==> config.mk <==
export PLATFORM = sky130hd
export DESIGN_NAME = alu_issue_arbiter
export DESIGN_NICKNAME = d
export VERILOG_FILES = /design/src/rtl/alu_issue_arbiter.sv
export SDC_FILE = /design/constraint.sdc
export NUM_CORES = 1
export LEC_CHECK = 0
export BUFFER_PORTS_ARGS = -buffer_cell sky130_fd_sc_hd__buf_2
export CORE_MARGIN = 1.5
export CORE_UTILIZATION = 43
export DETAILED_ROUTE_END_ITERATION = 6
export PLACE_DENSITY = 0.77
export SYNTH_ARGS = -nofsm -noshare
export SYNTH_HDL_FRONTEND = slang
export SYNTH_SLANG_ARGS = --single-unit
export TNS_END_PERCENT = 30
==> constraint.sdc <==
create_clock -name clk -period 2.15 [get_ports clk]
set_clock_uncertainty 0.05 [all_clocks]
set_input_delay 0.1075 -clock clk [delete_from_list [all_inputs] [get_ports clk]]
set_output_delay 0.1075 -clock clk [all_outputs]
set_load 0.02 [all_outputs]
==> src/rtl/alu_issue_arbiter.sv <==
// Round-robin issue of NUM_REQ requesters onto one shared ALU, with a requester tag
// carried alongside the ALU stages and a credit-protected result FIFO on the response side.
`ifndef ALU_REG_WIDTH
`define ALU_REG_WIDTH 16
`endif

module alu_issue_arbiter #(
    parameter int  REG_WIDTH   = `ALU_REG_WIDTH,
    parameter int  NUM_REQ     = 4,
    parameter int  ALU_LATENCY = 0,
    localparam int ID_W        = $clog2(NUM_REQ),
    localparam int FIFO_DEPTH  = ALU_LATENCY + 3
) (
    input  logic                         clk,
    input  logic                         reset,
    input  logic [NUM_REQ-1:0]           req_valid_i,
    output logic [NUM_REQ-1:0]           req_ready_o,
    input  logic [NUM_REQ*4-1:0]         req_instr_i,
    input  logic [NUM_REQ*REG_WIDTH-1:0] req_a_i,
    input  logic [NUM_REQ*REG_WIDTH-1:0] req_b_i,
    input  logic [NUM_REQ-1:0]           req_cin_i,
    output logic [3:0]                   alu_instr_o,
    output logic [REG_WIDTH-1:0]         alu_a_o,
    output logic [REG_WIDTH-1:0]         alu_b_o,
    output logic                         alu_cin_o,
    input  logic [REG_WIDTH-1:0]         alu_acc_i,
    input  logic                         alu_cout_i,
    output logic                         rsp_valid_o,
    input  logic                         rsp_ready_i,
    output logic [ID_W-1:0]              rsp_id_o,
    output logic [REG_WIDTH-1:0]         rsp_data_o,
    output logic                         rsp_cout_o,
    output logic                         rsp_err_o
);

    localparam int PTR_W = $clog2(FIFO_DEPTH);
    localparam int CNT_W = $clog2(FIFO_DEPTH + 1);
    localparam int ENT_W = ID_W + REG_WIDTH + 2;
    localparam logic [PTR_W-1:0] PTR_MAX = PTR_W'(FIFO_DEPTH - 1);
    localparam logic [CNT_W-1:0] DEPTH_C = CNT_W'(FIFO_DEPTH);

    logic [ID_W-1:0]      last;
    logic [ID_W-1:0]      win;
    logic [ID_W-1:0]      idx;
    logic                 found;
    logic                 can_issue;
    logic                 accept;
    logic [NUM_REQ-1:0]   grant;
    logic [3:0]           sel_instr;
    logic [REG_WIDTH-1:0] sel_a;
    logic [REG_WIDTH-1:0] sel_b;
    logic                 sel_cin;
    logic [CNT_W-1:0]     cnt;

    logic                 tag_valid [ALU_LATENCY+1];
    logic [ID_W-1:0]      tag_id    [ALU_LATENCY+1];
    logic                 tag_err   [ALU_LATENCY+1];

    logic [ENT_W-1:0]     mem [FIFO_DEPTH];
    logic [ENT_W-1:0]     push_ent;
    logic [PTR_W-1:0]     wr_ptr;
    logic [PTR_W-1:0]     rd_ptr;
    logic [CNT_W-1:0]     fifo_cnt;
    logic                 push;
    logic                 pop;
    logic                 empty;
    logic                 full;

    // cnt covers operand register, ALU stages and FIFO, so a full pipe can always drain
    assign can_issue = (cnt < DEPTH_C);

    always_comb begin
        found = 1'b0;
        win   = '0;
        idx   = '0;
        for (int k = 1; k <= NUM_REQ; k++) begin
            idx = ID_W'((int'(last) + k) % NUM_REQ);
            if (!found && req_valid_i[idx]) begin
                found = 1'b1;
                win   = idx;
            end
        end
    end

    always_comb begin
        grant = '0;
        if (found && can_issue && !reset) begin
            grant[win] = 1'b1;
        end
    end

    assign req_ready_o = grant;
    assign accept      = |grant;

    always_comb begin
        sel_instr = '0;
        sel_a     = '0;
        sel_b     = '0;
        sel_cin   = 1'b0;
        for (int i = 0; i < NUM_REQ; i++) begin
            if (grant[i]) begin
                sel_instr = req_instr_i[4*i +: 4];
                sel_a     = req_a_i[REG_WIDTH*i +: REG_WIDTH];
                sel_b     = req_b_i[REG_WIDTH*i +: REG_WIDTH];
                sel_cin   = req_cin_i[i];
            end
        end
    end

    always_ff @(posedge clk) begin
        if (reset) begin
            alu_instr_o <= '0;
            alu_a_o     <= '0;
            alu_b_o     <= '0;
            alu_cin_o   <= 1'b0;
            last        <= ID_W'(NUM_REQ - 1);
        end else if (accept) begin
            alu_instr_o <= sel_instr;
            alu_a_o     <= sel_a;
            alu_b_o     <= sel_b;
            alu_cin_o   <= sel_cin;
            last        <= win;
        end
    end

    always_ff @(posedge clk) begin
        if (reset) begin
            for (int s = 0; s <= ALU_LATENCY; s++) begin
                tag_valid[s] <= 1'b0;
            end
        end else begin
            tag_valid[0] <= accept;
            for (int s = 1; s <= ALU_LATENCY; s++) begin
                tag_valid[s] <= tag_valid[s-1];
            end
        end
    end

    always_ff @(posedge clk) begin
        tag_id[0]  <= win;
        tag_err[0] <= (sel_instr >= 4'hD);
        for (int s = 1; s <= ALU_LATENCY; s++) begin
            tag_id[s]  <= tag_id[s-1];
            tag_err[s] <= tag_err[s-1];
        end
    end

    assign push  = tag_valid[ALU_LATENCY];
    assign empty = (fifo_cnt == '0);
    assign full  = (fifo_cnt == DEPTH_C);
    assign pop   = rsp_valid_o && rsp_ready_i;

    // illegal opcodes never forward whatever the ALU happened to produce
    assign push_ent = tag_err[ALU_LATENCY]
                    ? {tag_id[ALU_LATENCY], {REG_WIDTH{1'b0}}, 1'b0, 1'b1}
                    : {tag_id[ALU_LATENCY], alu_acc_i, alu_cout_i, 1'b0};

    always_ff @(posedge clk) begin
        if (push) begin
            mem[wr_ptr] <= push_ent;
        end
    end

    always_ff @(posedge clk) begin
        if (reset) begin
            wr_ptr   <= '0;
            rd_ptr   <= '0;
            fifo_cnt <= '0;
            cnt      <= '0;
        end else begin
            if (push) begin
                wr_ptr <= (wr_ptr == PTR_MAX) ? '0 : wr_ptr + 1'b1;
            end
            if (pop) begin
                rd_ptr <= (rd_ptr == PTR_MAX) ? '0 : rd_ptr + 1'b1;
            end
            case ({push, pop})
                2'b10:   fifo_cnt <= fifo_cnt + 1'b1;
                2'b01:   fifo_cnt <= fifo_cnt - 1'b1;
                default: fifo_cnt <= fifo_cnt;
            endcase
            case ({accept, pop})
                2'b10:   cnt <= cnt + 1'b1;
                2'b01:   cnt <= cnt - 1'b1;
                default: cnt <= cnt;
            endcase
        end
    end

    assign rsp_valid_o = !empty;
    assign {rsp_id_o, rsp_data_o, rsp_cout_o, rsp_err_o} = empty ? '0 : mem[rd_ptr];

    a_no_overflow: assert property (@(posedge clk) disable iff (reset) !(push && full && !pop));

endmodule
==> Yosys cells after proc, flatten, opt, wreduce, memory -nomap -nowiden <==
Memory sizes are Yosys's and may differ from the RTL's. A register that Yosys moved wholly into a read port is not among the register bits.
Index checks and enable logic that the tools add are counted.
{ "classes": {"n_addsub": 10, "n_lt_le_gt_ge": 8, "eq_ne": 6, "n_mux": 50, "n_reduce_logical": 17} }
{ "op_table": {"columns": ["operator", "n"], "rows": [
  ["16-bit two-way mux", 8],
  ["1-bit two-way mux", 20],
  ["20-bit two-way mux", 1],
  ["4-bit two-way mux", 5],
  ["18-bit two-way mux", 1],
  ["2-bit two-way mux", 8],
  ["2-bit by 3-bit < comparator with 1-bit output, second input constant", 5],
  ["2-bit by 1-bit adder with 2-bit output, second input constant", 6],
  ["1-bit binary-select mux with 2-bit select", 4],
  ["2-bit equality test, second input constant", 4],
  ["2-bit one-hot mux with 2 select lines", 2],
  ["1-bit logical AND", 7],
  ["1-bit zero test", 5],
  ["2-bit adder, second input constant", 2],
  ["2-bit by 1-bit equality test with 1-bit output, second input constant", 2],
  ["4-bit >= comparator, second input constant", 1],
  ["2-bit nonzero test", 2],
  ["4-bit OR reduction", 1],
  ["2-bit by 1-bit subtractor with 2-bit output, second input constant", 2],
  ["1-bit demux with 2-bit select", 1],
  ["2-bit by 1-bit >= comparator with 1-bit output, second input constant", 1],
  ["2-bit zero test", 1],
  ["2-bit < comparator, second input constant", 1],
  ["1-bit OR reduction", 1]
]} }
{ "totals": {"ff_bits": 47, "ramBits": 64, "word_cells": 104, "memories": 4} }
{ "memory_table": {"columns": ["memory", "words", "width", "read_ports", "rd_ports_with_merged_regs", "write_ports", "line_no", "rtl"], "rows": [
  ["mem", 3, 20, 1, 1, 1, "59", "logic [ENT_W-1:0] mem [FIFO_DEPTH];"],
  ["tag_id", 1, 2, 1, 0, 1, "56", "logic [ID_W-1:0] tag_id [ALU_LATENCY+1];"],
  ["tag_err", 1, 1, 1, 0, 1, "57", "logic tag_err [ALU_LATENCY+1];"],
  ["tag_valid", 1, 1, 1, 0, 1, "55", "logic tag_valid [ALU_LATENCY+1];"]
]} }

==> Depth between registers and ports, before layout <==
{ "logic_depth": {"ltp_word": 23, "ltp_mapped": 8, "depth_no_buf": 8} }

==> Worst setup path before layout <==
Ideal clock, no wire load.
{ "synth_path": {"kind": "flip-flop to flip-flop", "from": "mem tag_valid[0]", "to": "mem mem[0][0] (netlist bit), enable pin", "setup_ns": 0.425, "t_arrival_ns": 1.900, "slack_ns": -0.225, "path_stages_with_launch": 3, "n_path_buf": 0, "period_less_slack_ns": 2.375, "path_cell_list": "dfxtp_1 > inv_1 > nor3_1"} }
{ "synth_via": {"elab_chain_cells": 3} }
{ "synth_lines": {"columns": ["item", "line_no", "rtl"], "rows": [
  ["from (decl)", "55", null],
  ["memory read 1 x 1 bit", null, null],
  ["1-bit two-way mux", "159", "if (push) begin"],
  ["1-bit two-way mux (not written as such)", "160", "mem[wr_ptr] <= push_ent;"],
  ["to (decl)", "59", null]
]} }
Every way passes these cells.

==> Final worst setup path <==
{ "layout_path": {"from": "reg last[0]", "to": "out req_ready_o[3]"} }
{ "layout_via": {"elab_chain_cells": 18} }
{ "layout_lines": {"columns": ["item", "line_no", "rtl"], "rows": [
  ["from (decl)", "42", "logic [ID_W-1:0] last;"],
  ["from (signal assigned)", "116", "last <= ID_W'(NUM_REQ - 1);"],
  ["from (signal assigned)", "122", "last <= win;"],
  ["2-bit by 1-bit adder with 2-bit output", "77", "idx = ID_W'((int'(last) + k) % NUM_REQ);"],
  ["1-bit binary-select mux with 2-bit select", "78", "if (!found && req_valid_i[idx]) begin"],
  ["1-bit two-way mux (not written as such)", "78", null],
  ["1-bit two-way mux", "78", null],
  ["1-bit zero test", "78", null],
  ["1-bit logical AND", "78", null],
  ["1-bit two-way mux", "78", null],
  ["1-bit zero test", "78", null],
  ["[2 not listed]", null, null],
  ["1-bit zero test", "78", null],
  ["1-bit logical AND", "78", null],
  ["2-bit two-way mux", "78", null],
  ["2-bit by 3-bit < comparator with 1-bit output (not written as such) / 2-bit by 1-bit >= comparator with 1-bit output (equally long branches)", "88", "grant[win] = 1'b1;"],
  ["1-bit logical AND (not written as such)", "88", null],
  ["1-bit two-way mux (not written as such)", "88", null],
  ["1-bit demux with 2-bit select", "88", null],
  ["4-bit two-way mux *", "87", "if (found && can_issue && !reset) begin"],
  ["to (decl)", "17", "output logic [NUM_REQ-1:0] req_ready_o,"]
]} }
Mark *: on every way between the ends. The rest lies on a longest branch, timed or not. The select of a mux whose other input is x is not followed.

==> flow_metrics.tcl <==
set metrics [dict create \
    portBuffers 233 \
    wl_per_cell_um 18.51 \
    ir_drop_mv 0.4369 \
    path_class "flip-flop to primary output" \
    postSynthCellCount 538 \
    drc 0 \
    grt_start_max_net_pins 41 \
    hold_depth 2 \
    cts_root_buffer "clkbuf_16" \
    rows 40 \
    ys_seq_elements 113 \
    cts_buffers 17 \
    hold_class "input pin to flip-flop" \
    area_growth_pct 57.79 \
    status "complete, no violations" \
    period_needed_ns 2.070 \
    start_util 0.4422 \
    grt_use_total 0.2949 \
    ys_types 41 \
    cts_tree "yes" \
    grt_pass1_vias 6144 \
    syn-num-nets 712 \
    yosysWarnings 0 \
    seq_area_frac_synth 0.5390 \
    dp_worst_setup_slack_ns 0.003391 \
    insertion_delay_ns 0.40 \
    avgViaCountPerCell 5.653 \
    routed_wl_um 19170 \
    synth_ff_type "edfxtp_1" \
    grt_overflow_total 0 \
    maxCapViolCount 0 \
    drt_first_pass_iters 6 \
    multi_input_area_mm2 0.002352 \
    async_reset_ff_frac 0 \
    die_y_um 114.1 \
    worstPathMaxFanout 6 \
    grt_busiest_layer "met2" \
    min_from "reset" \
    vias 5856 \
    use_met2 0.5133 \
    core_mm2 0.01201 \
    powerDensity_mw_per_mm2 1004 \
    finalInstanceArea_mm2 0.008381 \
    die_area_mm2 0.01303 \
    required_ns 1.99 \
    worstMarginPinSlew_ns 0.7905 \
    grtUsageMet1 0.3049 \
    finalHoldViolCount 0 \
    rsz0062_at_grt "true" \
    clk_pin_slew_worst_paths_ns 0.05 \
    netlist_area_mm2 0.005311 \
    clock_sinks 113 \
    relSlewSlack 0.4723 \
    cp-start-kind "flip-flop" \
    drt_iter0_drc 567 \
    worst-r2r-cell-count 8 \
    r2r_start "last[0]$_SDFFE_PP1P_" \
    routabilityCongestion 0.8973 \
    gr-usage-met3 0.08576 \
    fin_crit_sh 0.9629 \
    grt_pass1_wl_um 29440 \
    final_max_slew_viol_count 0 \
    arrival_ns 1.91 \
    pin_count 234 \
    nets 1046 \
    utilization 0.6977 \
    num-fill-cells 849 \
    regArea_mm2 0.002868 \
    setup_viol 0 \
    end_kind "primary output" \
    antenna_found_initial 4 \
    holdWs_ns 0.009493 \
    max_freq_ghz 0.4830 \
    drive_above_1_share 0.3390 \
    ant_nets 0 \
    leakage_nw 3.764 \
    synth-edff-count 60 \
    cts_max_level 4 \
    cts.path.max_buffers 2 \
    synth.avg_cell_area_um2 9.872 \
    timing.final.ws_setup_ns 0.07980 \
    startpoint "last[0]$_SDFFE_PP1P_" \
    dieWidth_um 114.1 \
    placed_cell_area_mm2 0.006735 \
    dp_hpwl_um 10930 \
]
==> worst max-delay path, stage by stage (launching register included) <==
cell and delay, ns:
dfxtp_4 0.37, nor2b_2 0.06, o21a_1 0.21, or3_4 0.41, nand3_4 0.12, buf_12 0.11, inv_1 0.05, buf_2 0.18
==> cell families after synthesis <==
| kind of cell | synth area share |
|---|---|
| buffers and inverters | 0.03345 |
| adders and majority gates | 0.004711 |
| muxes | 0.1044 |
| AOI/OAI and AO/OA | 0.1757 |
| xor gates and xnor gates | 0.006597 |
| DFF | 0.5390 |
| and+or+nand+nor | 0.1362 |
==> repair_timing <==
action	CTS	global route
buffers inserted	2	0
setup endpoints to repair	3	3
hold buffers	94	0
cloned	1	0
endpoints found under the hold margin	34	0
pin swaps	1	2
gates resized for setup	7	8
==> synth_stat cells, types with 3 or more instances <==
| cell type | n | share of area |
|---|---|---|
| edfxtp_1 | 60 | 0.34 |
| clkbuf_1 | 25 | 0.018 |
| buf_2 | 7 | 0.0066 |
| mux2i_1 | 52 | 0.098 |
| nor2b_1 | 20 | 0.024 |
| nor3_1 | 3 | 0.0028 |
| o21a_1 | 4 | 0.0057 |
| nand2_1 | 83 | 0.059 |
| dfxtp_1 | 53 | 0.20 |
| a31oi_1 | 32 | 0.038 |
| o211ai_1 | 33 | 0.047 |
| nor2_1 | 53 | 0.037 |
| inv_1 | 6 | 0.0042 |
| a21oi_1 | 31 | 0.029 |
| o21ai_0 | 40 | 0.038 |
==> flip-flops by register name (all words and copies together) (netlist names), named ones only <==
register and count:
mem 60, alu_a_o 16, alu_b_o 16, alu_instr_o 4, cnt 2, fifo_cnt 2
last 2, rd_ptr 2, tag_id 2, wr_ptr 2, alu_cin_o 1, tag_err 1
tag_valid 1
==> metal layers <==
metal / share of wire / wire [µm]
met4: 0.054 / 1039
met3: 0.085 / 1629
met2: 0.50 / 9679
met5: 0 / 0
met1: 0.36 / 6825
==> cell type report <==
class                           instances  share of cell area
Clock inverter                         15             0.02045
Timing Repair Buffer                  350              0.2792
Sequential cell                       113              0.3422
Antenna cell                            4            0.001194
Inverter                                8            0.003583
Clock buffer                           17             0.05076
Multi-Input combinational cell        382              0.2807
Tap cell                              147             0.02195
==> through the flow <==
stage          setup TNS (ns)  std cells  power (mW)
3_3_place_gp                0        903       5.262
6_report                    0       1036       8.412
3_5_place_dp                0        903       5.349
5_1_grt              -0.01068       1036       8.811
4_1_cts                     0       1032       8.382
2_1_floorplan               0        538       4.441
==> path summary, 6_finish.rpt <==
kind | endpoint | slack [ns]
max | req_ready_o[3] | 0.08
min | cnt[0]$_SDFFE_PP0P_ | 0.009
max reg2reg | alu_a_o[10]$_SDFFE_PP0P_ | 0.13
min reg2reg | alu_b_o[10]$_SDFFE_PP0P_ | 0.41
==> report_power, final <==
part	switching [mW]	total [mW]	internal (mW)
clock network	0.923	2.83	1.90
registers	0.178	2.77	2.59
logic	1.68	2.81	1.13
==> placed cells by master, fill, tap and decap left out, drive strengths merged, types with 3 or more instances in the layout <==
| cell type | instances |
|---|---|
| buf | 255 |
| dlygate4sd3 | 94 |
| nand2 | 83 |
| edfxtp | 60 |
| nor2 | 53 |
| dfxtp | 53 |
| mux2i | 52 |
| o21ai | 40 |
| o211ai | 33 |
| a31oi | 32 |
| a21oi | 31 |
| nor2b | 20 |
| clkbuf | 17 |
| clkinv | 11 |
| inv | 8 |
| diode | 4 |
| o21a | 4 |
| bufinv | 4 |
| nor3 | 3 |
| or3 | 3 |
No activity file was read; power rests on OpenSTA's default activity.
